===== src/rtl/dvp_camera_tx.sv =====
// DVP sensor-side transmitter: turns an RGB565 pixel stream into PCLK/VSYNC/HREF/DATA with programmable frame timing.
// Optional build macro DVP_TX_TEST_PATTERN_EN adds tpat_i and an 8-bar vertical colour generator.
module dvp_camera_tx #(
  parameter int H_ACTIVE = 640,
  parameter int H_BLANK  = 144,
  parameter int V_ACTIVE = 480,
  parameter int VS_LINES = 3,
  parameter int V_BP     = 17,
  parameter int V_FP     = 10,
  parameter int PCLK_DIV = 4,
  parameter int DATA_W   = 8
) (
  input  logic              clk,
  input  logic              rst,
  input  logic              en_i,
  input  logic              pwdn_i,
`ifdef DVP_TX_TEST_PATTERN_EN
  input  logic              tpat_i,
`endif
  input  logic [15:0]       s_pix_data_i,
  input  logic              s_pix_valid_i,
  output logic              s_pix_ready_o,
  output logic              dvp_pclk_o,
  output logic              dvp_vsync_o,
  output logic              dvp_href_o,
  output logic [DATA_W-1:0] dvp_data_o,
  output logic              underflow_o,
  output logic              frame_done_o,
  output logic [2:0]        dbg_state_o
);

  localparam int HALF    = PCLK_DIV / 2;
  localparam int DIV_W   = (HALF > 1) ? $clog2(HALF) : 1;
  localparam int H_TOTAL = 2 * H_ACTIVE + H_BLANK;
  localparam int HW      = $clog2(H_TOTAL + 1);
  localparam int VM1     = (VS_LINES > V_BP) ? VS_LINES : V_BP;
  localparam int VM2     = (V_ACTIVE > V_FP) ? V_ACTIVE : V_FP;
  localparam int V_MAX   = (VM1 > VM2) ? VM1 : VM2;
  localparam int VW      = $clog2(V_MAX + 1);

  localparam logic [DIV_W-1:0] DIV_LAST  = DIV_W'(HALF - 1);
  localparam logic [HW-1:0]    H_LAST    = HW'(H_TOTAL - 1);
  localparam logic [HW-1:0]    H_ACT_END = HW'(2 * H_ACTIVE);
  localparam logic [VW-1:0]    VS_LAST   = VW'(VS_LINES - 1);
  localparam logic [VW-1:0]    VBP_LAST  = VW'(V_BP - 1);
  localparam logic [VW-1:0]    ACT_LAST  = VW'(V_ACTIVE - 1);
  localparam logic [VW-1:0]    VFP_LAST  = VW'(V_FP - 1);

  typedef enum logic [2:0] {
    S_IDLE   = 3'd0,
    S_VSYNC  = 3'd1,
    S_VBP    = 3'd2,
    S_ACTIVE = 3'd3,
    S_VFP    = 3'd4
  } state_t;

  state_t            r_state;
  logic [DIV_W-1:0]  r_div;
  logic              r_pclk;
  logic [HW-1:0]     r_h_cnt;
  logic [VW-1:0]     r_v_cnt;
  logic              r_vsync;
  logic              r_href;
  logic [DATA_W-1:0] r_data;
  logic [7:0]        r_hold;
  logic              r_underflow;
  logic              r_frame_done;

  logic              w_tick;
  logic              w_tpat;
  logic [VW-1:0]     w_v_last;
  logic              w_h_wrap;
  logic              w_v_wrap;
  state_t            w_n_state;
  logic [HW-1:0]     w_n_h;
  logic [VW-1:0]     w_n_v;
  logic              w_frame_end;
  logic              w_n_href;
  logic              w_n_hi;
  logic [15:0]       w_pix;

  // tick: the clk cycle whose closing edge drops PCLK; everything visible on DVP advances there.
  assign w_tick = (r_state != S_IDLE) && r_pclk && (r_div == DIV_LAST);

  always_comb begin
    w_v_last = '0;
    case (r_state)
      S_VSYNC:  w_v_last = VS_LAST;
      S_VBP:    w_v_last = VBP_LAST;
      S_ACTIVE: w_v_last = ACT_LAST;
      S_VFP:    w_v_last = VFP_LAST;
      default:  w_v_last = '0;
    endcase
  end

  assign w_h_wrap = (r_h_cnt == H_LAST);
  assign w_v_wrap = w_h_wrap && (r_v_cnt == w_v_last);

  // Position of the PCLK period that starts after the current tick.
  always_comb begin
    w_n_state   = r_state;
    w_n_h       = r_h_cnt + 1'b1;
    w_n_v       = r_v_cnt;
    w_frame_end = 1'b0;
    if (w_h_wrap) begin
      w_n_h = '0;
      w_n_v = r_v_cnt + 1'b1;
      if (w_v_wrap) begin
        w_n_v = '0;
        case (r_state)
          S_VSYNC: w_n_state = (V_BP > 0) ? S_VBP : S_ACTIVE;
          S_VBP:   w_n_state = S_ACTIVE;
          S_ACTIVE: begin
            if (V_FP > 0) begin
              w_n_state = S_VFP;
            end else begin
              w_frame_end = 1'b1;
              w_n_state   = en_i ? S_VSYNC : S_IDLE;
            end
          end
          S_VFP: begin
            w_frame_end = 1'b1;
            w_n_state   = en_i ? S_VSYNC : S_IDLE;
          end
          default: w_n_state = S_IDLE;
        endcase
      end
    end
  end

  assign w_n_href = (w_n_state == S_ACTIVE) && (w_n_h < H_ACT_END);
  assign w_n_hi   = w_n_href && !w_n_h[0];

`ifdef DVP_TX_TEST_PATTERN_EN
  localparam int BAR_W = (H_ACTIVE / 8 > 0) ? H_ACTIVE / 8 : 1;
  localparam logic [15:0] BAR_RGB [8] = '{16'hFFFF, 16'hFFE0, 16'h07FF, 16'h07E0,
                                          16'hF81F, 16'hF800, 16'h001F, 16'h0000};
  logic [HW-1:0] w_bar;
  logic [15:0]   w_tp_pix;

  assign w_tpat = tpat_i;
  assign w_bar  = (w_n_h >> 1) / HW'(BAR_W);

  always_comb begin
    w_tp_pix = 16'h0000;
    if (w_bar < HW'(8)) w_tp_pix = BAR_RGB[w_bar[2:0]];
  end

  assign w_pix = w_tpat ? w_tp_pix : (s_pix_valid_i ? s_pix_data_i : 16'h0000);
`else
  assign w_tpat = 1'b0;
  assign w_pix  = s_pix_valid_i ? s_pix_data_i : 16'h0000;
`endif

  // Stream handshake: a pixel transfers on a clk edge iff s_pix_valid_i && s_pix_ready_o. Ready is
  // high only in the tick cycle that loads a high byte, so at most one pixel is ever held.
  assign s_pix_ready_o = w_tick && w_n_hi && !pwdn_i && !w_tpat;

  always_ff @(posedge clk) begin
    if (rst) begin
      r_state      <= S_IDLE;
      r_div        <= '0;
      r_pclk       <= 1'b0;
      r_h_cnt      <= '0;
      r_v_cnt      <= '0;
      r_vsync      <= 1'b0;
      r_href       <= 1'b0;
      r_data       <= '0;
      r_hold       <= '0;
      r_underflow  <= 1'b0;
      r_frame_done <= 1'b0;
    end else if (pwdn_i) begin
      r_state      <= S_IDLE;
      r_div        <= '0;
      r_pclk       <= 1'b0;
      r_h_cnt      <= '0;
      r_v_cnt      <= '0;
      r_vsync      <= 1'b0;
      r_href       <= 1'b0;
      r_data       <= '0;
      r_frame_done <= 1'b0;
    end else begin
      r_frame_done <= 1'b0;
      if (r_state == S_IDLE) begin
        if (en_i) begin
          r_state     <= S_VSYNC;
          r_vsync     <= 1'b1;
          r_underflow <= 1'b0;
        end
      end else begin
        if (r_div == DIV_LAST) begin
          r_div  <= '0;
          r_pclk <= ~r_pclk;
        end else begin
          r_div <= r_div + 1'b1;
        end
        if (w_tick) begin
          r_state      <= w_n_state;
          r_h_cnt      <= w_n_h;
          r_v_cnt      <= w_n_v;
          r_frame_done <= w_frame_end;
          r_vsync      <= (w_n_state == S_VSYNC);
          r_href       <= w_n_href;
          if ((w_n_state == S_VSYNC) && (r_state != S_VSYNC)) r_underflow <= 1'b0;
          if (w_n_hi) begin
            r_data <= DATA_W'(w_pix[15:8]);
            r_hold <= w_pix[7:0];
            if (!s_pix_valid_i && !w_tpat) r_underflow <= 1'b1;
          end else if (w_n_href) begin
            r_data <= DATA_W'(r_hold);
          end else begin
            r_data <= '0;
          end
        end
      end
    end
  end

  assign dvp_pclk_o   = r_pclk;
  assign dvp_vsync_o  = r_vsync;
  assign dvp_href_o   = r_href;
  assign dvp_data_o   = r_data;
  assign underflow_o  = r_underflow;
  assign frame_done_o = r_frame_done;
  assign dbg_state_o  = r_state;

endmodule


===== config.mk =====
export PLATFORM = sky130hd
export DESIGN_NAME = dvp_camera_tx
export DESIGN_NICKNAME = d
export VERILOG_FILES = /design/src/rtl/dvp_camera_tx.sv
export SDC_FILE = /design/constraint.sdc
export NUM_CORES = 1
export LEC_CHECK = 0
export ABC_CLOCK_PERIOD_IN_PS = 6400
export CELL_PAD_IN_SITES_DETAIL_PLACEMENT = 0
export CELL_PAD_IN_SITES_GLOBAL_PLACEMENT = 1
export CORE_UTILIZATION = 42
export DETAILED_ROUTE_END_ITERATION = 10
export PLACE_DENSITY = 0.82
export SYNTH_ARGS = -nofsm -noshare
export SYNTH_HDL_FRONTEND = slang
export SYNTH_SLANG_ARGS = --single-unit

===== constraint.sdc =====
create_clock -name clk -period 6.4 [get_ports clk]
set_clock_uncertainty 0.15 [all_clocks]
set_input_delay 0.64 -clock clk [delete_from_list [all_inputs] [get_ports clk]]
set_output_delay 0.64 -clock clk [all_outputs]
set_load 0.005 [all_outputs]

==> flow_summary.yaml, run 1 <==
outcome:
  status: "completed"
grt:
  first_global_vias: 1921
  global_route.overflow_total: 0
  global_route_wire_length_before_repair_um: 9220
  initial_antenna_violation_count: 0
  track_usage: 0.195
  grt_max_degree: 21
floorplan:
  fp.dieH_um: 76.7
  standard_cell_core_area_mm2: 0.00524
  pin_count: 38
  die_w_um: 76.7
  die_area_mm2: 0.00589
  initial_utilization: 0.448
  row_count: 26
sta:
  hold_slack_ns: 0.310
  tns_ns: 0
  final_hold_viol_count: 0
  achievable-frequency_mhz: 245
  final.period_utilization: 0.637
  max_slew_margin: 0.373
  report.final.setup_viol: 0
  fin_crit_ns: 4.08
  maxSlewViolCount: 0
  setup_repair_after_global_routing_missed_its_margin: "false"
  timing_worst_slew_pin_value_ns: 0.933
power:
  power.ir.vdd_worst_uv: 138
  power.share.combinational: 0.059
  power.net_switching_uw: 104
  cellPowerDensity_mw_per_mm2: 166
  power_frac_seq: 0.598
  total_leakage_power_uw: 0.000951
  clock_network_fraction_of_total_power: 0.343
  swShare: 0.220
  cellInternalPower_uw: 368
placed_design:
  final_weighted_congestion_in_routability_driven_placement: 0.824
  port_buffers: 37
  place_hpwl_um: 3960
worst_setup_path:
  r2r_cells: 7
  cpLargestDelayFamily: "simple AND/OR/NAND/NOR gates"
  timing.critical_path.required_ns: 5.61
  critical_path_end_type: "primary output"
  path_depth: 7
  critical_path_arrival_ns: 3.29
  worst-r2r-setup-slack_ns: 3.51
  critPathKind: "reg -> out"
  crit_buf_inv: 2
  crit_path_start_kind: "register"
  slowest_delay_ns: 0.64
  critPathMaxFanout: 17
  critical_path.slowest_cell: "dfxtp_1"
  crit_path_frequent_cell: "or4_1"
  path_cells: "and3b_1 > or4_1 > and2_4 > or4_1 > a21oi_1 > buf_4 > clkdlybuf4s50_1"
yosys:
  synthesis.area_per_instance_um2: 8.09
  synthArstFlopShare: 0
  synth.lib_cells_used.distinct: 47
  synth_top_area_share: 0.384
  mappedNetlistArea_mm2: 0.00235
  portion_of_the_post_synthesis_area_used_by_sequential_elements: 0.384
  synth_top_cells_by_area: "dfxtp_1 (38%), a21oi_1 (6.2%), nand2_1 (5.9%)"
  count_of_mapped_cells_out_of_synthesis: 290
  synthDominantAreaCellType: "dfxtp_1"
  synth_nets: 313
  yosys_register_bits: 45
  synth-warning-count: 0
  post_synth_edffs: 0
  ys.flop_type: "dfxtp_1"
clock_tree:
  cts-buffers-inserted: 5
  htreeDepth: 2
  cts_repair_resize_count: 0
  clock_sinks: 45
  cts.reportedPaths.clkPinSlew_ns: 0.08
  cts_tree: "done"
  number_of_buffers_inserted_by_hold_repair_at_cts: 0
  clock_tree.buffer_depth: 2
  cts_setup_buffers: 0
  cts_root_buffer: "clkbuf_8"
  clock_latency_ns: 0.29
layout:
  diodes: 0
  fillers: 524
  syn_to_final_growth_pct: 21.4
  area.sequential_um2: 901
  finish.net_count: 347
  layout-drive-gt1-share: 0.0464
  multiInputGateArea_mm2: 0.00139
  layout_common_cells: "dfxtp_1 (45), nand2_1 (37), clkdlybuf4s50_1 (37)"
  layout_commonest_cell: "dfxtp_1"
routing:
  route.antenna.remaining_nets: 0
  drt-vias-per-instance: 5.45
  avg_wl_per_cell_um: 13.9
  route.detailed.drc: 0
  routed_wl_um: 5480
  dr.first_iter.drc_count: 107
  drt-pass1-iter-count: 5
  num_vias: 2142
flow_run:
  max_capacitance_violation_count: 0
hold_path:
  min_delay_path_depth: 2
  min_path_type: "reg -> reg"
## cells in the mapped netlist, types with 2 or more instances
cell type / instances
mux2i_1: 10
nand2b_1: 7
a21oi_1: 29
nand4_1: 9
xnor2_1: 5
nand2_1: 37
o31ai_1: 3
a31oi_1: 2
nand3b_1: 2
a211oi_1: 2
nor2_1: 32
a21o_1: 8
clkbuf_1: 11
and3_1: 12
nand4b_1: 2
or4_1: 3
xor2_1: 11
dfxtp_1: 45
and4_1: 4
inv_1: 3
a211o_1: 2
nor4_1: 3
nand3_1: 13
or3_1: 4
ha_1: 2
nor3_1: 4
o21ai_0: 5
## final cells by class
cell class	count	area share
Multi-Input combinational cell	229	0.486
Clock buffer	5	0.0242
Clock inverter	1	0.00176
Inverter	4	0.00527
Tap cell	70	0.0308
Timing Repair Buffer	39	0.135
Sequential cell	45	0.316
## power groups by stage
stage	clock (uW)	combinational, uW	sequential [uW]
finish	162	27.8	282
global route	183	30.6	283
CTS	169	28.0	282
detailed placement	0	28.0	289
global placement	0	28.2	289
floorplan	0	11.5	288
## flip-flops by register name, summed over array words and instances, names as in the netlist
name / cells
dvp_data_o: 8
dbg_state_o: 3
r_div: 1
r_v_cnt: 9
frame_done_o: 1
dvp_href_o: 1
dvp_pclk_o: 1
dvp_vsync_o: 1
r_hold: 8
r_h_cnt: 11
underflow_o: 1
## kinds of logic (layout without fill, tap and decap cells)
kind of cell	count (synthesis)	in the layout	synth area share
compound gates	61	61	0.167
xor+xnor	16	16	0.0597
fa+ha+maj	2	2	0.0107
buf+inv	16	49	0.0288
flops	45	45	0.384
mux	10	10	0.0427
simple gates	140	140	0.307
## layer usage
metal	up-vias	track usage	wire [um]	share of wire
met5	-	0	0	0
met4	0	0.0577	28	0.0051
met3	2	0.0369	225	0.041
met2	42	0.286	2360	0.43
met1	986	0.288	2870	0.52
li1	1112	-	-	-
## through the flow
| step | utilization | instances | setup WS, ns | total power [uW] | cell area, um^2 |
|---|---|---|---|---|---|
| floorplan | - | 290 | 3.43 | 299 | 2350 |
| global placement | 0.530 | 387 | 2.67 | 317 | 2770 |
| detailed placement | 0.530 | 387 | 2.66 | 317 | 2770 |
| CTS | 0.544 | 393 | 2.30 | 479 | 2850 |
| global route | 0.544 | 393 | 2.14 | 496 | 2850 |
| finish | 0.544 | 393 | 2.32 | 472 | 2850 |
## final timing paths
path                                     start             to
worst max-delay path            dbg_state_o[2]  s_pix_ready_o
worst min-delay path             dvp_data_o[3]  dvp_data_o[3]
worst max register to register  dbg_state_o[2]      r_hold[2]
worst min register to register   dvp_data_o[3]  dvp_data_o[3]
## tightest hold or removal path, delay by kind of cell (launching register included)
| family | cells | cell delay [ns] |
|---|---|---|
| DFF | 1 | 0.32 |
| AOI/OAI and AO/OA | 1 | 0.05 |
| and+or+nand+nor | 1 | 0.05 |
Note: power is estimated with default switching activity, not from simulation.
==> inputs of run 2 (changes only) <==
==> config.mk (replaced) <==
export PLATFORM = sky130hd
export DESIGN_NAME = dvp_camera_tx
export DESIGN_NICKNAME = d
export VERILOG_FILES = /design/src/rtl/dvp_camera_tx.sv
export SDC_FILE = /design/constraint.sdc
export NUM_CORES = 1
export LEC_CHECK = 0
export ABC_CLOCK_PERIOD_IN_PS = 3600
export CELL_PAD_IN_SITES_DETAIL_PLACEMENT = 0
export CELL_PAD_IN_SITES_GLOBAL_PLACEMENT = 1
export CORE_UTILIZATION = 35
export DETAILED_ROUTE_END_ITERATION = 10
export PLACE_DENSITY = 0.73
export SYNTH_ARGS = -nofsm -noshare
export SYNTH_HDL_FRONTEND = slang
export SYNTH_SLANG_ARGS = --single-unit
==> constraint.sdc (replaced) <==
create_clock -name clk -period 3.6 [get_ports clk]
set_clock_uncertainty 0.15 [all_clocks]
set_input_delay 0.36 -clock clk [delete_from_list [all_inputs] [get_ports clk]]
set_output_delay 0.36 -clock clk [all_outputs]
set_load 0.005 [all_outputs]
==> run 2 against run 1 <==
  * Total power up 92%
  * Via count up 2.8%
  * Sequential share of layout area down 1.1 points
  * Die area up 19%
==> flow_summary.yaml, run 2 (synthesis results as in run 1) <==
outcome:
  status: "completed"
grt:
  grt_max_degree: 21
  global_routing_met2_resource_utilization: 0.261
  global_route_wire_length_before_repair_um: 9980
  global_route.overflow_total: 0
  track_usage: 0.173
  first_global_vias: 2053
  global_route_met1_usage: 0.256
  initial_antenna_violation_count: 0
  top_usage_layer: "met2"
  gr-usage-met3: 0.0297
routing:
  drt-pass1-iter-count: 4
  route.detailed.drc: 0
  num_vias: 2201
  route.antenna.remaining_nets: 0
  drt-vias-per-instance: 5.37
  routed_wl_um: 5800
  avg_wl_per_cell_um: 14.1
  dr.first_iter.drc_count: 152
worst_setup_path:
  rr_endpoint: "dvp_data_o[0]"
  setup.worst_path.start: "dbg_state_o[2]"
  critical_path_end_type: "primary output"
  crit_path_end: "s_pix_ready_o"
  critPathKind: "reg -> out"
  crit-reg2reg-launch: "r_h_cnt[0]"
  r2r_cells: 8
  critical_path_arrival_ns: 2.90
  path_cells: "and3b_1 > or4_1 > and2_4 > or4_1 > a21oi_2 > clkdlybuf4s50_1"
  slowest_delay_ns: 0.54
  critical_path.slowest_cell: "clkdlybuf4s50_1"
  timing.critical_path.required_ns: 3.09
  worst-r2r-setup-slack_ns: 0.84
  crit_path_start_kind: "register"
  crit_path_frequent_cell: "or4_1"
  critPathMaxFanout: 6
power:
  power_frac_seq: 0.553
  clock_network_fraction_of_total_power: 0.389
  swShare: 0.226
  power.net_switching_uw: 204
  power.share.combinational: 0.058
  cellInternalPower_uw: 701
  total_leakage_power_uw: 0.00100
  cellPowerDensity_mw_per_mm2: 307
  power.ir.vdd_worst_uv: 134
layout:
  layout_common_cells: "dfxtp_1 (45), nand2_1 (37), clkdlybuf4s50_1 (37)"
  diodes: 0
  max_flop_register: "r_h_cnt"
  finish.net_count: 355
  layout_commonest_cell: "dfxtp_1"
  final_core_utilization: 0.459
  largest_reg_flops: 11
  registers_with_the_most_flip_flops: "r_h_cnt: 11 flops, r_v_cnt: 9 flops"
  layout-drive-gt1-share: 0.0781
  syn_to_final_growth_pct: 25.7
  post_layout_nonfiller_instances: 410
clock_tree:
  cts_tree: "done"
  cts-buffers-inserted: 5
  clock_tree.buffer_depth: 2
  clock_sinks: 45
  clock_latency_ns: 0.30
  htreeDepth: 2
  cts.reportedPaths.clkPinSlew_ns: 0.09
  cts_root_buffer: "clkbuf_8"
placed_design:
  numPlacedInstances: 399
  place_hpwl_um: 4160
  pre_cts_slack_ns: 0.450
  final_weighted_congestion_in_routability_driven_placement: 0.777
  port_buffers: 37
sta:
  tns_ns: 0
  timing_worst_slew_pin_value_ns: 0.694
  hold_slack_ns: 0.311
  report.final.setup_viol: 0
  final_hold_viol_count: 0
  final.period_utilization: 0.947
  fin_crit_ns: 3.41
  maxSlewViolCount: 0
  setup_repair_after_global_routing_missed_its_margin: "false"
  layout_setup_ws_ns: 0.190
  achievable-frequency_mhz: 293
  max_slew_margin: 0.537
floorplan:
  row_count: 29
  initial_utilization: 0.365
  standard_cell_core_area_mm2: 0.00642
  die_area_mm2: 0.00703
  die_w_um: 83.9
  fp.dieH_um: 83.9
  pin_count: 38
hold_path:
  min_path_type: "reg -> reg"
flow_run:
  max_capacitance_violation_count: 0
[run 2: worst max-delay path: cells and delay by family (launching register included)]
kind	cells	cell delay, ns
simple gates	4	1.45
buf+inv	1	0.54
flops	1	0.39
compound gates	1	0.22
[run 2: metal layers]
layer / share of wire / wire length (um)
met4: 0.0088 / 51
met2: 0.42 / 2460
met5: 0 / 0
met1: 0.54 / 3160
met3: 0.023 / 134
[run 2: area by class of cell]
| type | instances | area [um^2] |
|---|---|---|
| timing repair buffer | 47 | 445 |
| inverter | 4 | 15.0 |
| tap | 77 | 96.3 |
| clock buffer | 7 | 96.3 |
| sequential | 45 | 901 |
| fill | 651 | 3470 |
| clock inverter | 1 | 5.00 |
| multi-input combinational | 229 | 1390 |
[run 2: worst min path at each step]
stage | slack, ns | endpoint | depth (start not counted) | start
after CTS | 0.31 | dvp_data_o[0] | 2 | dvp_data_o[0]
after detailed placement | 0.30 | r_hold[0] | 2 | r_hold[0]
after global placement | 0.30 | r_hold[1] | 2 | r_hold[1]
after floorplan | 0.29 | r_hold[0] | 2 | r_hold[0]
final | 0.31 | dvp_data_o[0] | 2 | dvp_data_o[0]
after global routing | 0.33 | r_hold[0] | 2 | r_hold[0]
[run 2: stage by stage]
stage / area, um^2 / power [uW]
final: 2950 / 905
after global routing: 2950 / 945
after CTS: 2920 / 915
after detailed placement: 2820 / 564
after global placement: 2820 / 564
after floorplan: 2350 / 532
[run 2: power by group through the flow]
stage                     clock network [uW]  registers (uW)  logic (uW)
after floorplan                            0             512        20.4
after global placement                     0             512        52.7
after detailed placement                   0             512        52.5
after CTS                                362             500        52.6
after global routing                     386             501        57.8
final                                    352             500        52.3
[run 2: repair_timing]
item / in CTS / in global routing
setup buffers: 0 / 3
setup endpoints to repair: 0 / 1
resized for setup: 0 / 1
hold buffers: 0 / 0
